$ cat src/rtl/io_cycle_pkg.sv
// Shared types and constants for the on-board I/O bus cycle controller.
package io_cycle_pkg;

   typedef enum logic [2:0] {
      ST_IDLE    = 3'd0,
      ST_SETUP   = 3'd1,
      ST_STROBE  = 3'd2,
      ST_ACK     = 3'd3,
      ST_ERR     = 3'd4,
      ST_RECOVER = 3'd5
   } state_e;

   localparam int TIMEOUT_CYC_DEF = 64;
   localparam int RECOVER_CYC_DEF = 2;

   typedef struct packed {
      logic rdio_n;
      logic wrio_n;
      logic cs5;
      logic cs7;
      logic dtack_n;
      logic berr_n;
      logic busy;
   } io_out_t;

   localparam io_out_t OUT_RST = '{rdio_n: 1'b1, wrio_n: 1'b1, cs5: 1'b0, cs7: 1'b0,
                                   dtack_n: 1'b1, berr_n: 1'b1, busy: 1'b0};

   // Smallest counter width able to hold both terminal counts.
   function automatic int cnt_w_min(input int timeout_cyc, input int recover_cyc);
      int m;
      m = (timeout_cyc > recover_cyc) ? timeout_cyc : recover_cyc;
      return $clog2(m + 1);
   endfunction

   // Output levels for the state being entered; flopped by the caller.
   function automatic io_out_t decode_out(input state_e st, input logic rw);
      io_out_t o;
      o      = OUT_RST;
      o.busy = (st != ST_IDLE);
      case (st)
         ST_SETUP: o.cs5 = 1'b1;
         ST_STROBE, ST_ACK: begin
            o.cs5     = 1'b1;
            o.cs7     = 1'b1;
            o.rdio_n  = ~rw;
            o.wrio_n  = rw;
            o.dtack_n = (st != ST_ACK);
         end
         ST_ERR: begin
            o.cs5    = 1'b1;
            o.berr_n = 1'b0;
         end
         default: ;
      endcase
      return o;
   endfunction

endpackage

$ cat src/rtl/io_cycle_ctl_if.sv
// CPU/ack-PAL side signals of the I/O cycle controller.
interface io_cycle_ctl_if;
   logic AS_n, RW, UDS_n, LDS_n, IOSEL, IOACK_n;
   logic RDIO_n, WRIO_n, CS5, CS7, DTACK_n, BERR_n, BUSY;

   modport master (
      output AS_n, RW, UDS_n, LDS_n, IOSEL, IOACK_n,
      input  RDIO_n, WRIO_n, CS5, CS7, DTACK_n, BERR_n, BUSY
   );

   modport slave (
      input  AS_n, RW, UDS_n, LDS_n, IOSEL, IOACK_n,
      output RDIO_n, WRIO_n, CS5, CS7, DTACK_n, BERR_n, BUSY
   );
endinterface

$ cat src/rtl/io_cycle_counter.sv
// Saturating up-counter with sync clear; shared by the timeout and recovery counts.
module io_cycle_counter #(
   parameter int CNT_W = 8
) (
   input  logic             CLK,
   input  logic             RESET,
   input  logic             clr,
   input  logic             en,
   input  logic [CNT_W-1:0] cmp,
   output logic             tc
);

   logic [CNT_W-1:0] cnt_q, cnt_d;

   always_comb begin
      cnt_d = cnt_q;
      if (clr)
         cnt_d = '0;
      else if (en && (cnt_q != {CNT_W{1'b1}}))
         cnt_d = cnt_q + CNT_W'(1);
   end

   always_ff @(posedge CLK) begin
      if (RESET) cnt_q <= '0;
      else       cnt_q <= cnt_d;
   end

   assign tc = (cnt_q == cmp);

endmodule

$ cat src/rtl/io_cycle_ctl.sv
// 68010 on-board I/O cycle controller: drives RDIO_n/WRIO_n/CS5/CS7 towards the
// ack PAL and turns IOACK_n into DTACK_n, or BERR_n on timeout.
module io_cycle_ctl import io_cycle_pkg::*; #(
   parameter int TIMEOUT_CYC = TIMEOUT_CYC_DEF,
   parameter int RECOVER_CYC = RECOVER_CYC_DEF,
   parameter int CNT_W       = 8
) (
   input  logic          CLK,
   input  logic          RESET,
   io_cycle_ctl_if.slave bus
);

   localparam int CW_MIN = cnt_w_min(TIMEOUT_CYC, RECOVER_CYC);
   localparam int CW     = (CNT_W > CW_MIN) ? CNT_W : CW_MIN;
   localparam logic [CW-1:0] TO_LAST = CW'(TIMEOUT_CYC - 1);
   localparam logic [CW-1:0] RC_LAST = CW'(RECOVER_CYC - 1);

   state_e        state_q, state_d;
   logic          rw_q, rw_d;
   logic          start_q, start_d;
   io_out_t       out_q, out_d;
   logic          start_cond;
   logic          cnt_clr, cnt_en, cnt_tc;
   logic [CW-1:0] cnt_cmp;

   assign start_cond = !bus.AS_n && bus.IOSEL && (!bus.UDS_n || !bus.LDS_n);

   // The start is captured on the sampling edge and acted on one edge later,
   // so CS5 rises one edge after the start and the strobe one edge after that.
   always_comb begin
      state_d = state_q;
      rw_d    = rw_q;
      start_d = 1'b0;
      case (state_q)
         ST_IDLE: begin
            if (start_q) begin
               state_d = ST_SETUP;
            end else if (start_cond) begin
               start_d = 1'b1;
               rw_d    = bus.RW;
            end
         end
         ST_SETUP:   state_d = bus.AS_n ? ST_RECOVER : ST_STROBE;
         ST_STROBE: begin
            if (bus.AS_n)         state_d = ST_RECOVER;
            else if (!bus.IOACK_n) state_d = ST_ACK;
            else if (cnt_tc)      state_d = ST_ERR;
         end
         ST_ACK, ST_ERR: if (bus.AS_n) state_d = ST_RECOVER;
         ST_RECOVER:     if (cnt_tc)   state_d = ST_IDLE;
         default:        state_d = ST_IDLE;
      endcase

      cnt_clr = (state_d != state_q) && ((state_d == ST_STROBE) || (state_d == ST_RECOVER));
      cnt_en  = (state_q == ST_STROBE) || (state_q == ST_RECOVER);
      cnt_cmp = (state_q == ST_RECOVER) ? RC_LAST : TO_LAST;
      out_d   = decode_out(state_d, rw_q);
   end

   always_ff @(posedge CLK) begin
      if (RESET) begin
         state_q <= ST_IDLE;
         rw_q    <= 1'b0;
         start_q <= 1'b0;
         out_q   <= OUT_RST;
      end else begin
         state_q <= state_d;
         rw_q    <= rw_d;
         start_q <= start_d;
         out_q   <= out_d;
      end
   end

   io_cycle_counter #(.CNT_W(CW)) u_cnt (
      .CLK   (CLK),
      .RESET (RESET),
      .clr   (cnt_clr),
      .en    (cnt_en),
      .cmp   (cnt_cmp),
      .tc    (cnt_tc)
   );

   assign bus.RDIO_n  = out_q.rdio_n;
   assign bus.WRIO_n  = out_q.wrio_n;
   assign bus.CS5     = out_q.cs5;
   assign bus.CS7     = out_q.cs7;
   assign bus.DTACK_n = out_q.dtack_n;
   assign bus.BERR_n  = out_q.berr_n;
   assign bus.BUSY    = out_q.busy;

endmodule

$ cat src/flat_wrapper.sv
// flat-port wrapper written by rule: the top's interface ports become plain ports
module io_cycle_ctl_flat import io_cycle_pkg::*;
#(
   parameter int TIMEOUT_CYC = TIMEOUT_CYC_DEF,
   parameter int RECOVER_CYC = RECOVER_CYC_DEF,
   parameter int CNT_W       = 8
)
  (CLK, RESET, bus_AS_n, bus_RW, bus_UDS_n, bus_LDS_n, bus_IOSEL, bus_IOACK_n, bus_RDIO_n, bus_WRIO_n, bus_CS5, bus_CS7, bus_DTACK_n, bus_BERR_n, bus_BUSY);
  io_cycle_ctl_if bus_i ();
  input  logic CLK;
  input  logic RESET;
  input wire logic [$bits(bus_i.AS_n)-1:0] bus_AS_n;
  input wire logic [$bits(bus_i.RW)-1:0] bus_RW;
  input wire logic [$bits(bus_i.UDS_n)-1:0] bus_UDS_n;
  input wire logic [$bits(bus_i.LDS_n)-1:0] bus_LDS_n;
  input wire logic [$bits(bus_i.IOSEL)-1:0] bus_IOSEL;
  input wire logic [$bits(bus_i.IOACK_n)-1:0] bus_IOACK_n;
  output wire logic [$bits(bus_i.RDIO_n)-1:0] bus_RDIO_n;
  output wire logic [$bits(bus_i.WRIO_n)-1:0] bus_WRIO_n;
  output wire logic [$bits(bus_i.CS5)-1:0] bus_CS5;
  output wire logic [$bits(bus_i.CS7)-1:0] bus_CS7;
  output wire logic [$bits(bus_i.DTACK_n)-1:0] bus_DTACK_n;
  output wire logic [$bits(bus_i.BERR_n)-1:0] bus_BERR_n;
  output wire logic [$bits(bus_i.BUSY)-1:0] bus_BUSY;
  assign bus_i.AS_n = bus_AS_n;
  assign bus_i.RW = bus_RW;
  assign bus_i.UDS_n = bus_UDS_n;
  assign bus_i.LDS_n = bus_LDS_n;
  assign bus_i.IOSEL = bus_IOSEL;
  assign bus_i.IOACK_n = bus_IOACK_n;
  assign bus_RDIO_n = bus_i.RDIO_n;
  assign bus_WRIO_n = bus_i.WRIO_n;
  assign bus_CS5 = bus_i.CS5;
  assign bus_CS7 = bus_i.CS7;
  assign bus_DTACK_n = bus_i.DTACK_n;
  assign bus_BERR_n = bus_i.BERR_n;
  assign bus_BUSY = bus_i.BUSY;
  io_cycle_ctl #(.TIMEOUT_CYC(TIMEOUT_CYC), .RECOVER_CYC(RECOVER_CYC), .CNT_W(CNT_W)) u_core (.CLK(CLK), .RESET(RESET), .bus(bus_i));
endmodule
$ cat config.mk
export PLATFORM = sky130hd
export DESIGN_NAME = io_cycle_ctl_flat
export DESIGN_NICKNAME = d
export VERILOG_FILES = /design/src/rtl/io_cycle_pkg.sv /design/src/rtl/io_cycle_ctl_if.sv /design/src/rtl/io_cycle_counter.sv /design/src/rtl/io_cycle_ctl.sv /design/src/flat_wrapper.sv
export SDC_FILE = /design/constraint.sdc
export NUM_CORES = 1
export LEC_CHECK = 0
export CAP_MARGIN = 10
export CORE_ASPECT_RATIO = 0.6
export CORE_MARGIN = 5
export CORE_UTILIZATION = 35
export DETAILED_ROUTE_END_ITERATION = 12
export SETUP_SLACK_MARGIN = 0.15
export SYNTH_ARGS = -nofsm -noshare
export SYNTH_HDL_FRONTEND = slang
export SYNTH_SLANG_ARGS = --single-unit
$ cat constraint.sdc
create_clock -name CLK -period 2.9 [get_ports CLK]
set_input_delay 0.87 -clock CLK [delete_from_list [all_inputs] [get_ports CLK]]
set_output_delay 0.87 -clock CLK [all_outputs]
set_load 0.005 [all_outputs]
* Yosys cells after proc, flatten, opt, wreduce, memory -nomap -nowiden
Index checks and enable logic that the tools add are counted.
** Operators by class
- Add/subtract/negate cells :: 1
- Eq/ne operators :: 14
- Mux-type cells :: 13
- Bitwise gates (word level) :: 4
- Reductions and logical operators :: 19
** Operators with widths (count)
- two-way mux 3 bit :: 7
- case mux 3 bit (5 select lines) :: 1
- equality test 3 x 2 -> 1 bit (second input constant) :: 4
- equality test 3 bit (second input constant) :: 4
- adder 8 x 1 -> 8 bit (second input constant) :: 1
- equality test 8 bit :: 1
- inequality test 8 bit (second input constant) :: 1
- OR reduction 2 bit :: 4
- equality test 3 x 1 -> 1 bit (second input constant) :: 2
- two-way mux 6 bit :: 1
- logical AND 1 bit :: 4
- NOT 1 bit :: 4
- OR reduction 4 bit :: 1
- logical NOT 1 bit :: 3
- logical NOT 3 bit :: 1
- logical OR 1 bit :: 3
- two-way mux 1 bit :: 3
- inequality test 3 x 2 -> 1 bit (second input constant) :: 1
- inequality test 3 bit :: 1
- AND reduction 3 bit :: 1
- nonzero test 3 bit :: 1
- OR reduction 3 bit :: 1
- two-way mux 2 bit :: 1
** Storage, ports and cells
- Register bits after elaboration :: 20
- Bits of input ports :: 8
- Output and inout port bits :: 7
- Word-level logic and storage cells :: 62

* Depth between registers and ports, before layout
Gate-level depths: netlist (run 1).
- Word-level depth :: 11
- Depth in mapped cells :: 6
- Depth with buffers taken out :: 6

* Modules after synthesis
Synthesis (run 1) repeated with hierarchy kept, for this count alone.
** Second synthesis, totals
- Cell total of the unflattened synthesis :: 113
- Area total of the unflattened synthesis :: 1056.0 µm²
** By module, submodules not included
- io_cycle_ctl :: instances 1, cells each 57, area each 546.8 µm², sequential area each 240.2 µm²
- io_cycle_counter :: instances 1, cells each 56, area each 509.2 µm², sequential area each 160.2 µm²

* Least setup slack after synthesis (run 1)
No wires, ideal clock.
- Path kind :: input port to flip-flop
- Start point :: input bus_IOACK_n
- End point :: register u_core.out_q (netlist bit u_core.bus.CS5)
- Data arrival time :: 1.731 ns
- Required time :: 2.821 ns
- Setup slack :: 1.089 ns
- Cell stages on the path :: 5
- Path through :: nand4b_1 > nor3_1 > a32oi_2 > and2b_1 > a211oi_2
** On the way
- Longest elaborated chain between the ends :: 6
** Ends and longest elaborated chain
- start: declaration :: line flat_wrapper.sv:17 : input wire logic [$bits(bus_i.IOACK_n)-1:0] bus_IOACK_n;
- two-way mux 3 bit * :: line io_cycle_ctl.sv:46 : else if (!bus.IOACK_n) state_d = ST_ACK;
- two-way mux 3 bit * :: line io_cycle_ctl.sv:45 : if (bus.AS_n) state_d = ST_RECOVER;
- case mux 3 bit (5 select lines) * :: line io_cycle_ctl.sv:34 : case (state_q)
- equality test 3 x 1 -> 1 bit, or another cell as far along :: line io_cycle_pkg.sv:41 : case (st)
- OR reduction 4 bit (no source line) *
- two-way mux 1 bit * :: line io_cycle_pkg.sv:41
- end signal: assignment :: line io_cycle_ctl.sv:70 : out_q <= out_d;
- end: declaration :: line io_cycle_ctl.sv:21 : io_out_t out_q, out_d;
Every way passes the cells marked *; elsewhere a longest branch is shown, timed or not.
A chain may end at the register's enable or synchronous reset.

* Worst setup path in the final report (run 1)
- Start point :: input bus_AS_n
- End point :: register u_core.out_q (netlist bit u_core.bus.CS5)
** On the way
- Longest elaborated chain between the ends :: 5
** Ends and longest elaborated chain
- start: declaration :: line flat_wrapper.sv:12 : input wire logic [$bits(bus_i.AS_n)-1:0] bus_AS_n;
- two-way mux 3 bit, on equally long branches :: line io_cycle_ctl.sv:49, io_cycle_ctl.sv:43, io_cycle_ctl.sv:45
- case mux 3 bit (5 select lines) * :: line io_cycle_ctl.sv:34
- equality test 3 x 1 -> 1 bit, or another cell as far along :: line io_cycle_pkg.sv:41
- OR reduction 4 bit (no source line) *
- two-way mux 1 bit * :: line io_cycle_pkg.sv:41
Marks and branches as above.

==> results of run 1 <==
==> layer usage <==
| layer | routed length [um] | share of wire, % | track usage, % | vias up |
|---|---|---|---|---|
| li1 | - | - | - | 405 |
| met1 | 1040 | 50 | 13.1 | 374 |
| met2 | 925 | 45 | 17.9 | 14 |
| met3 | 96 | 4.6 | 3.51 | 2 |
| met4 | 12 | 0.58 | 3.49 | 0 |
| met5 | 0 | 0 | 0 | - |
==> area by class of cell <==
class | instances | area, um2
fill | 251 | 1410
inverter | 2 | 7.51
multi-input combinational | 78 | 556
timing repair buffer | 14 | 140
sequential | 20 | 400
tap | 32 | 40.0
clock buffer | 4 | 55.1
==> final timing paths <==
| path | from | cells after the start | slack (ns) | end |
|---|---|---|---|---|
| hold reg to reg | u_core.rw_q | 1 | 0.41 | u_core.bus.RDIO_n |
| hold / removal | u_core.rw_q | 1 | 0.41 | u_core.bus.RDIO_n |
| setup reg to reg | u_core.state_q[1] | 5 | 1.06 | u_core.u_cnt.cnt_q[3] |
| setup / recovery | bus_AS_n | 6 | 0.64 | u_core.bus.CS5 |
==> worst max-delay path, stage by stage <==
cell and delay (ns):
clkdlybuf4s50_1 0.49, nor2_2 0.21, o311ai_2 0.17, nor2_1 0.25, and2b_1 0.24, a211oi_2 0.21
==> cell families (layout without fill, tap and decap cells) <==
kind of cell | after synthesis | in the layout | synth area share (%)
adder cells (fa/ha/maj) | 1 | 1 | 1.26
AO/OA/AOI/OAI | 19 | 19 | 19.2
XOR/XNOR | 4 | 4 | 3.54
multiplexers | 3 | 3 | 3.03
AND/OR/NAND/NOR | 51 | 51 | 29.0
buffers and inverters | 6 | 20 | 3.53
flip-flops | 20 | 20 | 40.4
==> power groups by stage <==
stage	Combinational, uW	Clock, uW	Sequential, uW
finish	148	212	316
global placement	148	0	322
global route	159	225	319
CTS	149	216	316
detailed placement	149	0	322
floorplan	113	0	310
==> placed cells by master (no fill, tap or decap), types with 2 or more instances in the layout <==
cell type        count
nand2b_1             3
nand3_1              5
nor2_2               3
a21oi_1              6
nor3_1               2
dfxtp_1             20
inv_1                2
o21ai_0              2
xor2_1               3
a211oi_2             3
nand4_1              4
nand4b_1             2
mux2i_1              3
clkdlybuf4s50_1     14
nor2_1              14
clkbuf_8             4
nand2_1              5
==> stage by stage <==
step	total power (uW)	instance area [um2]	util (%)	worst slack (ns)	cells
global placement	470	1140	43.8	0.369	146
global route	704	1200	45.9	0.489	150
detailed placement	471	1140	43.8	0.356	146
CTS	680	1200	45.9	0.632	150
floorplan	423	991	-	1.09	104
finish	676	1200	45.9	0.636	150
==> metrics.cfg, run 1 <==
[drt]
vias_per_cell = 5.30
avgRoutedWirePerCell_um = 13.8
first_iter_violations = 56
routed_wirelength_um = 2080
dr.pass1.iters = 4
route.antenna.remaining_nets = 0
drc = 0
vias = 795

[power]
p_per_area_nw_per_um2 = 564
leakage_uw = 0.000480
pwr-share-clk_pct = 31.3
power.switching_uw = 186
p_int_uw = 489
sw_frac_of_total_pct = 27.6
max-vdd-ir-drop_mv = 0.214
sequentialPowerShare_pct = 46.8
combPwrFrac_pct = 21.9

[cts]
h-tree-depth = 1
postCtsSetupBuffers = 0
clock_sinks = 20
cts_hold_buf = 0
numCtsBuffers = 3
ctsLongestPathBuffers = 2
path_clk_slew_ns = 0.08
cts_root_buffer = clkbuf_8
cts_tree = done
insertion_delay_ns = 0.26
cts_resized = 0

[sta]
max_freq_mhz = 442
finClkSkew_ns = 0.00693
setup_viol_count_final = 0
fin_crit_sh_pct = 78.1
fin_setup_tns_ns = 0
slew_headroom_pct = 70.8
slew_violations = 0
finalHoldViolCount = 0
rsz0062_at_grt = false
tightest_slew_ns = 0.438
min_period_ns = 2.26
fin_hold_ws_ns = 0.406

[floorplanning]
initial_core_util_pct = 38.0
ioPinCount = 15
core-area_um2 = 2610
dieWidth_um = 78.7
rows = 14
die_area_um2 = 4030
die_y_um = 51.2

[setup_path]
start_kind = input pin
arrival_ns = 2.44
crit_required_ns = 3.08
crit_fanout = 5
critPathCaptureType = register
critPathKind = in -> reg

[synthesis]
synth_cell_types = 42
synth_edf_count = 0
avgSynthCellArea_um2 = 9.53
syn_nets = 113
synth_area_um2 = 991
yosysWarnings = 0
yosysSeqAreaShare_pct = 40.4
async_flop_share_pct = 0
synth_area_leader_cell = dfxtp_1
yosysMostFrequentCell = dfxtp_1
synth_top_area_share_pct = 40.4
ys_dominant_reg_cell = dfxtp_1
ys_seq_elements = 20
syn_inst = 104
synth_area_leaders = dfxtp_1 (40%), nor2_1 (5.3%), a211oi_2 (3.8%)
synth_common_cells = dfxtp_1 (20), nor2_1 (14), a21oi_1 (6)

[min_path]
min_path_type = reg -> reg

[flow_run]
maxCapViolCount = 0

[finish]
regMostFlops = u_core.u_cnt.cnt_q
largest_reg_flops = 8
largest_registers = u_core.u_cnt.cnt_q (8), u_core.state_q (3)
nNetsFinal = 128
syn2layout_area_growth_pct = 21.0
diodes = 0
drive_gt1_share_pct = 15.3

[placement]
gp_congestion = 0.831
place_hpwl_um = 1560
io_buffer_count = 14

[global_route]
antenna_found_initial = 0
gr-total-overflow = 0
grt_pass1_wl_um = 3390
grt_max_degree = 12
grtUsageTotal_pct = 10.7
first_global_vias = 772

[status]
status = completed

Power figures use the tool's default switching activity.
==> inputs of run 2 (changes only) <==
==> constraint.sdc (replaced) <==
create_clock -name CLK -period 2.35 [get_ports CLK]
set_input_delay 0.705 -clock CLK [delete_from_list [all_inputs] [get_ports CLK]]
set_output_delay 0.705 -clock CLK [all_outputs]
set_load 0.005 [all_outputs]
==> metrics.cfg, run 2 (synthesis results as in run 1) <==
[setup_path]
start_kind = input pin  ; unchanged
critPathKind = in -> reg  ; unchanged
cp_cell_sequence = clkdlybuf4s50_1 -> nor2_2 -> a211oi_1 -> a32oi_2 -> o21ai_4 -> nor2_1  ; was clkdlybuf4s50_1 -> nor2_2 -> o311ai_2 -> nor2_1 -> and2b_1 -> a211oi_2
critical-path-slowest-cell = clkdlybuf4s50_1  ; unchanged
arrival_ns = 2.16  ; was 2.44 ns
crit_required_ns = 2.49  ; was 3.08 ns
crit_fanout = 8  ; was 5
critPathCaptureType = register  ; unchanged
slowest_delay_ns = 0.57  ; was 0.49 ns

[drt]
first_iter_violations = 51  ; was 56
vias_per_cell = 5.29  ; was 5.30
vias = 804  ; was 795
drc = 0  ; unchanged
avgRoutedWirePerCell_um = 13.6  ; was 13.8 um
route.antenna.remaining_nets = 0  ; unchanged
dr.pass1.iters = 4  ; unchanged
routed_wirelength_um = 2060  ; was 2080 um

[sta]
fin_setup_tns_ns = 0  ; unchanged
finalHoldViolCount = 0  ; unchanged
slew_violations = 0  ; unchanged
min_period_ns = 2.03
fin_hold_ws_ns = 0.402  ; was 0.406 ns
slew_headroom_pct = 75.0  ; was 70.8%
tightest_slew_ns = 0.370  ; was 0.438 ns
fin_crit_sh_pct = 86.2
finClkSkew_ns = 0.00208  ; was 0.00693 ns
rsz0062_at_grt = false  ; unchanged
max_freq_mhz = 494
setup_viol_count_final = 0  ; unchanged

[placement]
io_buffer_count = 14  ; unchanged
gp_congestion = 0.830  ; was 0.831
place_hpwl_um = 1590  ; was 1560 um

[cts]
numCtsBuffers = 3  ; unchanged
ctsLongestPathBuffers = 2  ; unchanged
path_clk_slew_ns = 0.07  ; was 0.08 ns
cts_tree = done  ; unchanged
h-tree-depth = 1  ; unchanged
insertion_delay_ns = 0.25  ; was 0.26 ns
cts_hold_buf = 0  ; unchanged
clock_sinks = 20  ; unchanged
cts_root_buffer = clkbuf_8  ; unchanged

[power]
max-vdd-ir-drop_mv = 0.280  ; was 0.214 mV
p_per_area_nw_per_um2 = 662  ; was 564 nW/um2
leakage_uw = 0.000488  ; was 0.000480 uW

[finish]
regMostFlops = u_core.u_cnt.cnt_q  ; unchanged
largest_reg_flops = 8  ; unchanged
nFillCells = 260  ; was 251
diodes = 0  ; unchanged
drive_gt1_share_pct = 17.5  ; was 15.3%
final_cell_mix = dfxtp_1 (20), nor2_1 (14), clkdlybuf4s50_1 (14)  ; was dfxtp_1 (20), nor2_1 (14), clkdlybuf4s50_1 (14), a21oi_1 (6)
mostFrequentLayoutCell = dfxtp_1  ; unchanged
largest_registers = u_core.u_cnt.cnt_q (8), u_core.state_q (3)  ; unchanged
nNetsFinal = 131  ; was 128
syn2layout_area_growth_pct = 22.2  ; was 21.0%

[global_route]
gr-total-overflow = 0  ; unchanged
grt_pass1_wl_um = 3710  ; was 3390 um
grt_max_degree = 12  ; unchanged
antenna_found_initial = 0  ; unchanged
grtUsageTotal_pct = 11.8  ; was 10.7%
first_global_vias = 788  ; was 772

[floorplanning]
core-area_um2 = 2610  ; unchanged
ioPinCount = 15  ; unchanged
dieWidth_um = 78.7  ; unchanged
die_area_um2 = 4030  ; unchanged
rows = 14  ; unchanged
die_y_um = 51.2  ; unchanged
initial_core_util_pct = 38.0  ; unchanged

[status]
status = completed  ; unchanged

[flow_run]
maxCapViolCount = 0  ; unchanged

[min_path]
min_path_type = reg -> reg  ; unchanged

==> run 2: critical path: cells and delay by family <==
| family | cells | cell delay, ns |
|---|---|---|
| compound gates | 3 | 0.71 |
| buf+inv | 1 | 0.57 |
| simple gates | 2 | 0.17 |
==> run 2: final timing paths <==
path | startpoint | to | slack (ns) | depth (start not counted)
worst min-delay path | u_core.rw_q | u_core.bus.RDIO_n | 0.40 | 1
worst max register to register | u_core.state_q[1] | u_core.u_cnt.cnt_q[4] | 0.56 | 5
worst min register to register | u_core.rw_q | u_core.bus.RDIO_n | 0.40 | 1
worst max-delay path | bus_AS_n | u_core.u_cnt.cnt_q[0] | 0.32 | 6
==> run 2: per-layer routing <==
layer | GRT usage (%) | vias to the layer above | part of all wire, %
met5 | 0 | - | 0
met3 | 4.91 | 0 | 5.1
met4 | 3.78 | 0 | 0
li1 | - | 410 | -
met1 | 15.4 | 381 | 49
met2 | 17.9 | 13 | 45
==> run 2: cell type report <==
cell class | instances | area (um2) | area share [%]
Multi-Input combinational cell | 78 | 559 | 46.2
Sequential cell | 20 | 400 | 33.1
Timing Repair Buffer | 17 | 163 | 13.4
Clock buffer | 3 | 41.3 | 3.41
Tap cell | 32 | 40.0 | 3.31
Inverter | 2 | 7.51 | 0.620
==> run 2: what timing repair did <==
item | in CTS | in global routing
resized for setup | 0 | 2
setup endpoints to repair | 0 | 11
buffers inserted | 0 | 0
==> run 2: stage by stage <==
stage	utilization, %	setup slack, ns	instance area [um2]	power [uW]	cells
CTS	46.3	0.226	1210	809	152
finish	46.4	0.325	1210	801	152
floorplan	-	0.704	991	522	104
global placement	44.7	-0.00178	1170	586	149
global route	46.4	0.160	1210	853	152
detailed placement	44.7	-0.0353	1170	586	149
==> run 2: power breakdown <==
group | internal [uW] | switching (uW)
sequential | 364 | 25.7
clock | 114 | 105
combinational | 98.4 | 94.2
==> inputs of run 3 (changes only) <==
--- a/config.mk
+++ b/config.mk
@@ -7,7 +7,6 @@
 export LEC_CHECK = 0
 export CAP_MARGIN = 10
 export CORE_ASPECT_RATIO = 0.6
-export CORE_MARGIN = 5
 export CORE_UTILIZATION = 35
 export DETAILED_ROUTE_END_ITERATION = 12
 export SETUP_SLACK_MARGIN = 0.15
==> metrics.cfg, run 3 (synthesis results as in run 1) <==
[status]
status = complete, but fails checks  ; was completed
violations = DRC

[global_route]
antenna_found_initial = 0  ; unchanged
first_global_vias = 741  ; was 788
grtUsageTotal_pct = 15.6  ; was 11.8%
gr-total-overflow = 0  ; unchanged
grt_max_degree = 12  ; unchanged
grt_pass1_wl_um = 3600  ; was 3710 um

[drt]
first_iter_violations = 37  ; was 51
route.antenna.remaining_nets = 0  ; unchanged
route.met3.wl_um = 145  ; was 105 um
dr.pass1.iters = 8  ; was 4
routed_wirelength_um = 1990  ; was 2060 um
vias_per_cell = 5.41  ; was 5.29
met2_wirelength_um = 799  ; was 936 um
avgRoutedWirePerCell_um = 13.1  ; was 13.6 um
drc = 2  ; was 0
dr.max_layer_used = met4  ; was met3
m1WireLength_um = 1030  ; was 1020 um
vias = 822  ; was 804

[sta]
fin_hold_ws_ns = 0.407  ; was 0.402 ns
min_period_ns = 2.12  ; was 2.03 ns
rsz0062_at_grt = false  ; unchanged
max_freq_mhz = 471  ; was 494 MHz
slew_headroom_pct = 69.1  ; was 75.0%
finClkSkew_ns = 0.00422  ; was 0.00208 ns
finalHoldViolCount = 0  ; unchanged
fin_setup_tns_ns = 0  ; unchanged
slew_violations = 0  ; unchanged
fin_crit_sh_pct = 90.4  ; was 86.2%
tightest_slew_ns = 0.456  ; was 0.370 ns
setup_viol_count_final = 0  ; unchanged

[cts]
path_clk_slew_ns = 0.07  ; about the same
postCtsSetupBuffers = 0  ; unchanged
insertion_delay_ns = 0.26  ; was 0.25 ns
clock_sinks = 20  ; unchanged
cts_resized = 0  ; unchanged
cts_root_buffer = clkbuf_8  ; unchanged
h-tree-depth = 1  ; unchanged
cts_tree = done  ; unchanged
cts_hold_buf = 0  ; unchanged
ctsLongestPathBuffers = 2  ; unchanged
numCtsBuffers = 3  ; unchanged

[placement]
place_area_um2 = 1170  ; unchanged
gp_congestion = 0.812  ; was 0.830
place_hpwl_um = 1510  ; was 1590 um
io_buffer_count = 14  ; unchanged

[min_path]
min_path_type = reg -> reg  ; unchanged

[setup_path]
cp_cell_sequence = clkdlybuf4s50_1 -> nor2_2 -> a211oi_1 -> a32oi_2 -> o21ai_4 -> nor2_1  ; unchanged
arrival_ns = 2.26  ; was 2.16 ns
critical-path-slowest-cell = clkdlybuf4s50_1  ; unchanged
crit_fanout = 8  ; unchanged
slowest_delay_ns = 0.59  ; was 0.57 ns
critPathKind = in -> reg  ; unchanged
start_kind = input pin  ; unchanged
critPathCaptureType = register  ; unchanged
crit_required_ns = 2.49  ; about the same

[floorplanning]
core-area_um2 = 2590  ; was 2610 um2
initial_core_util_pct = 38.2  ; was 38.0%
die_area_um2 = 3060  ; was 4030 um2
die_y_um = 43.2  ; was 51.2 um
dieWidth_um = 70.7  ; was 78.7 um
rows = 14  ; unchanged
ioPinCount = 15  ; unchanged

[finish]
final_util_pct = 46.6  ; was 46.4%
nNetsFinal = 131  ; unchanged
design_area_um2 = 1210  ; about the same
largest_registers = u_core.u_cnt.cnt_q (8), u_core.state_q (3)  ; unchanged
diodes = 0  ; unchanged
final_cell_mix = dfxtp_1 (20), nor2_1 (14), clkdlybuf4s50_1 (14), a21oi_1 (6)  ; was dfxtp_1 (20), nor2_1 (14), clkdlybuf4s50_1 (14)
drive_gt1_share_pct = 16.7  ; was 17.5%
nFillCells = 257  ; was 260
syn2layout_area_growth_pct = 21.8  ; was 22.2%
largest_reg_flops = 8  ; unchanged
regMostFlops = u_core.u_cnt.cnt_q  ; unchanged
mostFrequentLayoutCell = dfxtp_1  ; unchanged

[power]
max-vdd-ir-drop_mv = 0.284  ; was 0.280 mV
leakage_uw = 0.000487  ; was 0.000488 uW
power_uw = 801  ; about the same
p_per_area_nw_per_um2 = 663  ; was 662 nW/um2

[flow_run]
maxCapViolCount = 0  ; unchanged

## run 3: power by group
group | switching (uW) | internal [uW] | leakage (uW)
logic | 91.9 | 96.6 | 0.000304
registers | 26.6 | 364 | 0.000162
clock network | 108 | 114 | 0.0000216
total | 227 | 574 | 0.000487
## run 3: area by class of cell
cell class | count | area (um2) | area share (%)
Timing Repair Buffer | 17 | 163 | 13.5
Tap cell | 32 | 40.0 | 3.32
Inverter | 2 | 7.51 | 0.622
Multi-Input combinational cell | 78 | 556 | 46.0
Sequential cell | 20 | 400 | 33.2
Clock buffer | 3 | 41.3 | 3.42
## run 3: metal layers
layer | GRT usage (%) | up-vias
met1 | 23.0 | 380
li1 | - | 413
met5 | 0 | -
met2 | 20.6 | 27
met4 | 4.80 | 0
met3 | 5.70 | 2
## run 3: final timing paths
check	from	endpoint	slack, ns	cells past startpoint
min	u_core.rw_q	u_core.bus.RDIO_n	0.41	1
max reg2reg	u_core.u_cnt.cnt_q[0]	u_core.bus.CS5	0.55	5
min reg2reg	u_core.rw_q	u_core.bus.RDIO_n	0.41	1
max	bus_AS_n	u_core.u_cnt.cnt_q[0]	0.23	6
## run 3: critical path: cells and delay by family
family / cells / cell delay, ns
simple gates: 2 / 0.19
compound gates: 3 / 0.78
buf+inv: 1 / 0.59
## run 3: through the flow
step / worst slack [ns] / std cells
after floorplan: 0.704 / 104
after global placement: -0.0301 / 149
after global routing: 0.153 / 152
after CTS: 0.235 / 152
final: 0.226 / 152
after detailed placement: -0.0300 / 149
